## src/rtl/pipe_pkg.sv

```systemverilog
`default_nettype none
// ============================================================================
// Module   : pipe_pkg
// Purpose  : Shared state encodings and stage payload widths for pipeline regs.
// Revision : 1.0 - initial release
// ============================================================================
package pipe_pkg;

   localparam logic [1:0] ST_EMPTY = 2'd0;
   localparam logic [1:0] ST_ONE   = 2'd1;
   localparam logic [1:0] ST_TWO   = 2'd2;

   localparam int PC_W    = 32;
   localparam int INSTR_W = 40;
   localparam int IF_ID_W = PC_W + INSTR_W;

   typedef enum logic [1:0] {
      S_EMPTY = ST_EMPTY,
      S_ONE   = ST_ONE,
      S_TWO   = ST_TWO
   } state_t;

   function automatic logic [1:0] state_count(input state_t s);
      case (s)
         S_ONE:   state_count = 2'd1;
         S_TWO:   state_count = 2'd2;
         default: state_count = 2'd0;
      endcase
   endfunction

endpackage
`default_nettype wire

```

## src/rtl/pipe_data_reg.sv

```systemverilog
`default_nettype none
// ============================================================================
// Module   : pipe_data_reg
// Purpose  : DATA_W-bit payload register with load enable, async reset value.
// Revision : 1.0 - initial release
// ============================================================================
module pipe_data_reg #(
   parameter int                DATA_W   = 72,
   parameter logic [DATA_W-1:0] RST_DATA = '0
) (
   input  logic              clk,
   input  logic              rst,
   input  logic              en,
   input  logic [DATA_W-1:0] d,
   output logic [DATA_W-1:0] q
);

   logic [DATA_W-1:0] r_q;

   always_ff @(posedge clk or posedge rst) begin
      if (rst)
         r_q <= RST_DATA;
      else if (en)
         r_q <= d;
   end

   assign q = r_q;

endmodule
`default_nettype wire

```

## src/rtl/pipe_skid_pr.sv

```systemverilog
`default_nettype none
// ============================================================================
// Module   : pipe_skid_pr
// Purpose  : Valid/ready pipeline register with optional 2-entry skid buffer
//            and synchronous flush for redirects.
// Revision : 1.0 - initial release
// ============================================================================
module pipe_skid_pr
   import pipe_pkg::*;
#(
   parameter int                DATA_W   = IF_ID_W,
   parameter int                SKID     = 1,
   parameter logic [DATA_W-1:0] RST_DATA = '0
) (
   input  logic              clk,
   input  logic              rst,
   input  logic              flush,
   input  logic              in_valid,
   output logic              in_ready,
   input  logic [DATA_W-1:0] in_data,
   output logic              out_valid,
   input  logic              out_ready,
   output logic [DATA_W-1:0] out_data,
   output logic [1:0]        count
);

   state_t            r_state;
   state_t            w_state_nxt;
   logic              w_accept;
   logic              w_fire;
   logic              w_main_en;
   logic              w_main_from_skid;
   logic              w_skid_en;
   logic [DATA_W-1:0] w_main_d;
   logic [DATA_W-1:0] w_skid_q;

   assign out_valid = (r_state == S_ONE) || (r_state == S_TWO);
   assign count     = state_count(r_state);
   assign w_accept  = in_valid & in_ready;
   assign w_fire    = out_valid & out_ready;

   always_ff @(posedge clk or posedge rst) begin
      if (rst)
         r_state <= S_EMPTY;
      else
         r_state <= w_state_nxt;
   end

   always_comb begin
      w_state_nxt      = r_state;
      w_main_en        = 1'b0;
      w_main_from_skid = 1'b0;
      w_skid_en        = 1'b0;
      case (r_state)
         S_EMPTY: begin
            if (w_accept) begin
               w_state_nxt = S_ONE;
               w_main_en   = 1'b1;
            end
         end
         S_ONE: begin
            if (w_accept && w_fire) begin
               w_main_en = 1'b1;
            end else if (w_accept) begin
               // Only reachable with a skid entry; without one in_ready
               // already requires a concurrent fire.
               if (SKID != 0) begin
                  w_state_nxt = S_TWO;
                  w_skid_en   = 1'b1;
               end
            end else if (w_fire) begin
               w_state_nxt = S_EMPTY;
            end
         end
         S_TWO: begin
            if (w_fire) begin
               w_state_nxt      = S_ONE;
               w_main_en        = 1'b1;
               w_main_from_skid = 1'b1;
            end
         end
         default: w_state_nxt = S_EMPTY;
      endcase
      // Flush empties the stage; payload registers keep their contents.
      if (flush) begin
         w_state_nxt      = S_EMPTY;
         w_main_en        = 1'b0;
         w_main_from_skid = 1'b0;
         w_skid_en        = 1'b0;
      end
   end

   assign w_main_d = w_main_from_skid ? w_skid_q : in_data;

   pipe_data_reg #(
      .DATA_W   (DATA_W),
      .RST_DATA (RST_DATA)
   ) u_main (
      .clk (clk),
      .rst (rst),
      .en  (w_main_en),
      .d   (w_main_d),
      .q   (out_data)
   );

   generate
      if (SKID != 0) begin : g_skid
         logic r_in_ready;

         // Registered ready cuts the out_ready -> in_ready path.
         always_ff @(posedge clk or posedge rst) begin
            if (rst)
               r_in_ready <= 1'b1;
            else
               r_in_ready <= (w_state_nxt != S_TWO);
         end

         assign in_ready = r_in_ready;

         pipe_data_reg #(
            .DATA_W   (DATA_W),
            .RST_DATA (RST_DATA)
         ) u_skid (
            .clk (clk),
            .rst (rst),
            .en  (w_skid_en),
            .d   (in_data),
            .q   (w_skid_q)
         );
      end else begin : g_comb
         assign in_ready = !out_valid || out_ready;
         assign w_skid_q = RST_DATA;
      end
   endgenerate

endmodule
`default_nettype wire
```

## config.mk

```make
export PLATFORM = sky130hd
export DESIGN_NAME = pipe_skid_pr
export DESIGN_NICKNAME = d
export VERILOG_FILES = /design/src/rtl/pipe_pkg.sv /design/src/rtl/pipe_data_reg.sv /design/src/rtl/pipe_skid_pr.sv
export SDC_FILE = /design/constraint.sdc
export NUM_CORES = 1
export LEC_CHECK = 0
export CAP_MARGIN = 20
export CORE_MARGIN = 3
export CORE_UTILIZATION = 45
export CTS_CLUSTER_DIAMETER = 120
export DETAILED_ROUTE_END_ITERATION = 8
export PLACE_DENSITY = 0.74
export RECOVER_POWER = 25
export SLEW_MARGIN = 0
export SYNTH_ARGS = -nofsm -noshare
export SYNTH_HDL_FRONTEND = slang
export SYNTH_SLANG_ARGS = --single-unit
```

## constraint.sdc

```tcl
create_clock -name clk -period 4.3 [get_ports clk]
set_input_delay 0.645 -clock clk [delete_from_list [all_inputs] [get_ports clk]]
set_output_delay 0.645 -clock clk [all_outputs]
set_load 0.05 [all_outputs]
```

==> flow_metrics.tcl, run 1 <==
set metrics [dict create \
    ys_ff_latch 147 \
    synthCells 498 \
    path_depth 3 \
    worst-path-buf-inv 2 \
    viasPerCell 5.152 \
    setup_viol 0 \
    end_kind "output pin" \
    p_comb_share_pct 37.4 \
    crit_arrival_ps 2170 \
    drive_above_1_share_pct 17.81 \
    tightest_slew_ps 1769 \
    initial_core_util_pct 46.55 \
    holdPathStages 1 \
    cts.clk_slew.worst_paths_ps 60 \
    p_switching_w 0.002263 \
    cp_slowest_cell "clkdlybuf4s50_1" \
    std_cell_rows 42 \
    r2r_end "g_skid.u_skid.q[12]" \
    syn_nets 580 \
    min_period_ps 2814 \
    worstSkewPairLatency_ps 410 \
    dieArea_mm2 0.01525 \
    slew_viol_final 39 \
    port-buffer-count 152 \
    worstPathRequired_ps 3650 \
    slew_headroom_pct -18.56 \
    drtAntennaViolNets 0 \
    path_max_fanout 6 \
    multi_input_area_mm2 0.002402 \
    rr_worst_depth 6 \
    p_seq_share_pct 38.1 \
    clockPowerShare_pct 24.6 \
    wl_per_cell_um 16.24 \
    power_report.internal_total_w 0.003727 \
    synth-xor-area-share_pct 0.1410 \
    hold_viol 0 \
    skew_ps 5.126 \
    grtUsageMet2_pct 28.54 \
    synth_top_family_by_area "multiplexers" \
    hpwl_mm 9.028 \
    globalRouteOverflowTotal 0 \
    cpPeakStageDelay_ps 830 \
    hp-class "flop to flop" \
    seq_area_frac_synth_pct 59.22 \
    finalSetupTns_ps 0 \
    hold_buffers 0 \
    period_share_pct 65.44 \
    post_cts_buffers 0 \
    drtPass1Iterations 5 \
    final_nets 726 \
    cts-buffers-inserted 17 \
    violations "capacitance limit, slew limit" \
    die_h_um 123.5 \
    crit_family "buffers and inverters" \
    powerDensity_mw_per_mm2 704.3 \
    hold_path_end "g_skid.u_skid.q[3]" \
    fillers 1024 \
    rsz0062_at_grt "no" \
    swShare_pct 37.78 \
    ff2ff_setup_slack_ps 1590 \
    gp_congestion 0.7956 \
    path_cells "inv_1, ha_1, clkdlybuf4s50_1" \
    synth_mux_area_share_pct 24.65 \
    core-area_mm2 0.01335 \
    grt_pass1_vias 4337 \
    first_iter_violations 218 \
    synthSimpleGateAreaFrac_pct 5.518 \
    criticalPathCategory "flop to output pin" \
    yosysWarnings 0 \
    cts_resized 0 \
    grt_util_met3_pct 5.398 \
    ir_worst_vdd_mv 0.4107 \
    max_freq_mhz 355.4 \
    netlist_area_mm2 0.006213 \
    clock_sinks 147 \
    grt_pass1_wl_mm 22.00 \
    hp-start "g_skid.u_skid.q[3]" \
    power_leakage_nw 4.003 \
    finalNonFillerCells 833 \
    syn_area_per_cell_um2 12.48 \
    final-seq-area_mm2 0.003680 \
    pin_count 153 \
    cts_max_level 4 \
    clockRootBuffer "clkbuf_16" \
    n_antenna_cell 0 \
    numPlacedInstances 801 \
    vias 4292 \
    cp-start-kind "flop" \
    wirelength_mm 13.53 \
    clockBufferDepth 2 \
    status "finished with violations" \
    grt_util_all_layers_pct 18.42 \
    synth.distinct_cells 21 \
    r2r_start "r_state[1]" \
    synth-adder-area-share_pct 1.007 \
    antenna_found_initial 0 \
    die_x_um 123.5 \
    areaGrowthSynthToFinish_pct 36.89 \
    grt_max_degree 93 \
    top_usage_layer "met2" \
    synth_compound_area_share_pct 6.867 \
    maxCapViolations 1 \
    drc 0 \
    grtUsageMet1_pct 25.07 \
    cts_tree "yes" \
]
-- worst max path at each step --
stage,from,endpoint
after floorplan,rst,g_skid.u_skid.q[0]
after global routing,r_state[1],out_valid
after CTS,r_state[1],out_valid
final,r_state[1],out_valid
after global placement,in_valid,g_skid.u_skid.q[18]
after detailed placement,in_valid,g_skid.u_skid.q[5]
-- power by group through the flow --
stage | logic, W | registers, W | clock network (W)
6_report | 0.00224 | 0.00228 | 0.00147
5_1_grt | 0.00238 | 0.00235 | 0.00157
4_1_cts | 0.00227 | 0.00229 | 0.00151
3_5_place_dp | 0.00225 | 0.00230 | 0
3_3_place_gp | 0.00220 | 0.00228 | 0
2_1_floorplan | 0.000688 | 0.00307 | 0
-- Yosys cell counts --
library cell / number / area, um^2
a21boi_0: 2 / 15.01
a21oi_1: 73 / 365.4
a221oi_2: 1 / 15.01
a31o_2: 1 / 8.760
a31oi_1: 2 / 12.51
buf_2: 27 / 135.1
clkbuf_1: 4 / 15.01
dfrtp_1: 146 / 3654
dfstp_2: 1 / 26.28
ha_1: 5 / 62.56
inv_1: 3 / 11.26
mux2_2: 72 / 810.8
mux2i_1: 72 / 720.7
nand2_1: 5 / 18.77
nand3_1: 4 / 20.02
nand4_1: 1 / 6.260
nand4bb_1: 1 / 11.26
nor2_1: 73 / 274.0
o21ai_0: 2 / 10.01
or2_2: 2 / 12.51
xnor2_1: 1 / 8.760
-- routing by layer --
metal | vias up | share of wire, %
met3 | 19 | 7.2
met4 | 0 | 1.4
met1 | 2092 | 45
li1 | 2039 | -
met5 | - | 0
met2 | 142 | 47
-- worst reg2reg max path, cell delays in order (launching register included) --
cell,delay (ps)
dfrtp_1,450
inv_1,90
ha_1,380
nand2_1,170
nand4bb_4,460
buf_4,620
mux2_2,420
-- placed cells by master (no fill, tap or decap), drive strengths merged, types with 6 or more instances in the layout --
master	synthesis	routed
a21oi	73	73
buf	27	6
clkbuf	4	17
clkdlybuf4s50	0	151
clkinv	0	7
dfrtp	146	146
inv	3	7
mux2	72	72
mux2i	72	72
nor2	73	73
-- state kept, by name, indices dropped and copies added (netlist names) --
register / cells
u_main.q: 72
in_ready: 1
g_skid.u_skid.q: 72
r_state: 2
-- through the flow --
stage	setup WS, ps	instance area [um^2]	util, %	power [W]	hold slack (ps)
6_report	1486	8506	63.72	0.005991	501.3
5_1_grt	1372	8506	63.72	0.006299	514.9
4_1_cts	1464	8508	63.74	0.006059	505.8
3_5_place_dp	1176	7909	59.25	0.004558	491.7
3_3_place_gp	1229	7909	59.25	0.004473	486.7
2_1_floorplan	1809	6217	-	0.003762	478.7
-- kinds of logic after synthesis --
| logic type | Yosys count |
|---|---|
| flip-flops | 147 |
| buffers and inverters | 34 |
| AND/OR/NAND/NOR | 86 |
| AO/OA/AOI/OAI | 81 |
| adder cells (fa/ha/maj) | 5 |
| multiplexers | 144 |
| XOR/XNOR | 1 |
-- layout make-up --
class                           count  share of cell area (%)
Multi-Input combinational cell    317                   28.24
Clock buffer                       17                   5.001
Clock inverter                     15                   2.045
Sequential cell                   147                   43.26
Inverter                            3                  0.1471
Timing Repair Buffer              158                   18.71
Tap cell                          176                   2.589
(Power assumes the default switching activity.)
==> run 2, diff against run 1 <==
==> constraint.sdc (replaced) <==
create_clock -name clk -period 2.5 [get_ports clk]
set_input_delay 0.375 -clock clk [delete_from_list [all_inputs] [get_ports clk]]
set_output_delay 0.375 -clock clk [all_outputs]
set_load 0.05 [all_outputs]
==> flow_metrics.tcl, run 2 (synthesis results as in run 1) <==
set metrics [dict create \
    period_share_pct 91.76 \
    p_comb_share_pct 36.8 \
    finalSetupTns_ps 0 \
    drc 0 \
    cts.clk_slew.worst_paths_ps 60 \
    numPlacedInstances 804 \
    r2r_start "r_state[0]" \
    areaGrowthSynthToFinish_pct 38.28 \
    final_nets 729 \
    power_report.internal_total_w 0.006641 \
    grt_util_all_layers_pct 18.40 \
    power_leakage_nw 4.038 \
    path_cells "inv_1, ha_1, clkdlybuf4s50_1" \
    crit_arrival_ps 1920 \
    first_iter_violations 180 \
    hold_path_end "g_skid.u_skid.q[54]" \
    slew_headroom_pct -13.73 \
    cts_max_level 4 \
    status "finished with violations" \
    rr_worst_depth 7 \
    cts_tree "yes" \
    ir_worst_vdd_mv 0.6592 \
    die_x_um 123.5 \
    drtAntennaViolNets 0 \
    final_common_cell "clkdlybuf4s50_1" \
    worstPathRequired_ps 2120 \
    p_switching_w 0.003817 \
    globalRouteOverflowTotal 0 \
    cp-start-kind "flop" \
    cp_slowest_cell "clkdlybuf4s50_1" \
    fillers 1030 \
    initial_core_util_pct 46.55 \
    drtPass1Iterations 4 \
    clockPowerShare_pct 25.6 \
    mostFrequentLayoutCells "149 x clkdlybuf4s50_1, 146 x dfrtp_1, 73 x a21oi_1, 73 x nor2_1" \
    path_max_fanout 5 \
    end_kind "output pin" \
    cts-buffers-inserted 17 \
    post-route-util_pct 64.37 \
    min_period_ps 2294 \
    grt_max_degree 83 \
    core-area_mm2 0.01335 \
    port-buffer-count 152 \
    clock_sinks 147 \
    final_area_mm2 0.008592 \
    ff2ff_setup_slack_ps 350 \
    grt_pass1_vias 4348 \
    wirelength_mm 13.32 \
    grt_pass1_wl_mm 21.76 \
    clockBufferDepth 2 \
    r2r_end "u_main.q[23]" \
    viasPerCell 5.141 \
    clockRootBuffer "clkbuf_16" \
    hold_viol 0 \
    gp_congestion 0.8084 \
    hp-start "g_skid.u_skid.q[54]" \
    cpPeakStageDelay_ps 800 \
    tightest_slew_ps 1706 \
    dpl-instance-area_mm2 0.007981 \
    drive_above_1_share_pct 18.03 \
    slew_viol_final 99 \
    skew_ps 8.433 \
    n_antenna_cell 0 \
    maxCapViolations 2 \
    post_cts_buffers 0 \
    dieArea_mm2 0.01525 \
    holdPathStages 1 \
    finalNonFillerCells 836 \
    std_cell_rows 42 \
    powerDensity_mw_per_mm2 1217 \
    wl_per_cell_um 15.93 \
    worstSkewPairLatency_ps 420 \
    max_freq_mhz 435.9 \
    p_seq_share_pct 37.6 \
    die_h_um 123.5 \
    criticalPathCategory "flop to output pin" \
    vias 4298 \
    swShare_pct 36.50 \
    rsz0062_at_grt "no" \
    antenna_found_initial 0 \
    violations "capacitance limit, slew limit" \
    setup_viol 0 \
    hp-class "flop to flop" \
    hpwl_mm 8.973 \
    pin_count 153 \
]
run 2: changes by cell type in the layout (fill, tap and decap cells not counted):
cell             previous run  this run
inv_8                       2         0
clkinv_2                    1         3
dlygate4sd2_1               0         2
clkdlybuf4s50_1           151       149
clkinv_4                    6         0
clkbuf_1                    0         1
clkbuf_2                    0         1
inv_6                       3         1
buf_12                      2         5
clkinvlp_4                  1         5
bufinv_16                   2         4
clkbuf_8                    0         2
buf_4                       4         2
run 2: repair_timing:
| item | 4_1_cts | 5_1_grt |
|---|---|---|
| hold buffers | 0 | 0 |
| endpoints found under the setup margin | 2 | 0 |
| gates resized for setup | 2 | 0 |
run 2: power groups by stage:
stage          registers [W]  logic, W  clock network (W)
2_1_floorplan        0.00529   0.00118                  0
6_report             0.00393   0.00385            0.00268
3_3_place_gp         0.00392   0.00379                  0
3_5_place_dp         0.00395   0.00389                  0
4_1_cts              0.00393   0.00389            0.00275
5_1_grt              0.00405   0.00409            0.00287
run 2: worst max-delay path: cells and delay by family, from the launching register on:
| family | cells | cell delay, ps |
|---|---|---|
| adders and majority gates | 1 | 150 |
| buffers and inverters | 2 | 920 |
| DFF | 1 | 440 |
run 2: how the worst max path moves through the flow:
stage	start	endpoint	slack [ps]
2_1_floorplan	r_state[0]	g_skid.u_skid.q[0]	170
3_3_place_gp	in_valid	g_skid.u_skid.q[41]	320
3_5_place_dp	out_ready	u_main.q[23]	270
4_1_cts	r_state[0]	count[1]	180
5_1_grt	rst	u_main.q[38]	80
6_report	r_state[0]	count[1]	210
run 2: per-layer routing:
metal	vias up	global-route usage (%)	share of wire [%]
met3	17	5.855	7.4
met2	140	27.12	46
met5	-	0	0
li1	2037	-	-
met4	0	7.128	1.7
met1	2104	25.44	45
run 2: layout make-up:
| class | count | area (um^2) | share of cell area (%) |
|---|---|---|---|
| clock buffer | 19 | 452.9 | 5.272 |
| tap | 176 | 220.2 | 2.563 |
| sequential | 147 | 3680 | 42.83 |
| inverter | 3 | 12.51 | 0.1456 |
| clock inverter | 13 | 181.4 | 2.112 |
| timing repair buffer | 161 | 1643 | 19.12 |
| multi-input combinational | 317 | 2402 | 27.96 |
run 2: stage by stage:
| step | total power (W) | worst slack, ps | hold slack [ps] |
|---|---|---|---|
| floorplan | 0.006470 | 170.4 | 478.7 |
| global placement | 0.007708 | 315.6 | 486.0 |
| detailed placement | 0.007844 | 271.1 | 492.2 |
| CTS | 0.01057 | 182.2 | 443.0 |
| global route | 0.01101 | 78.35 | 510.9 |
| finish | 0.01046 | 205.9 | 500.9 |
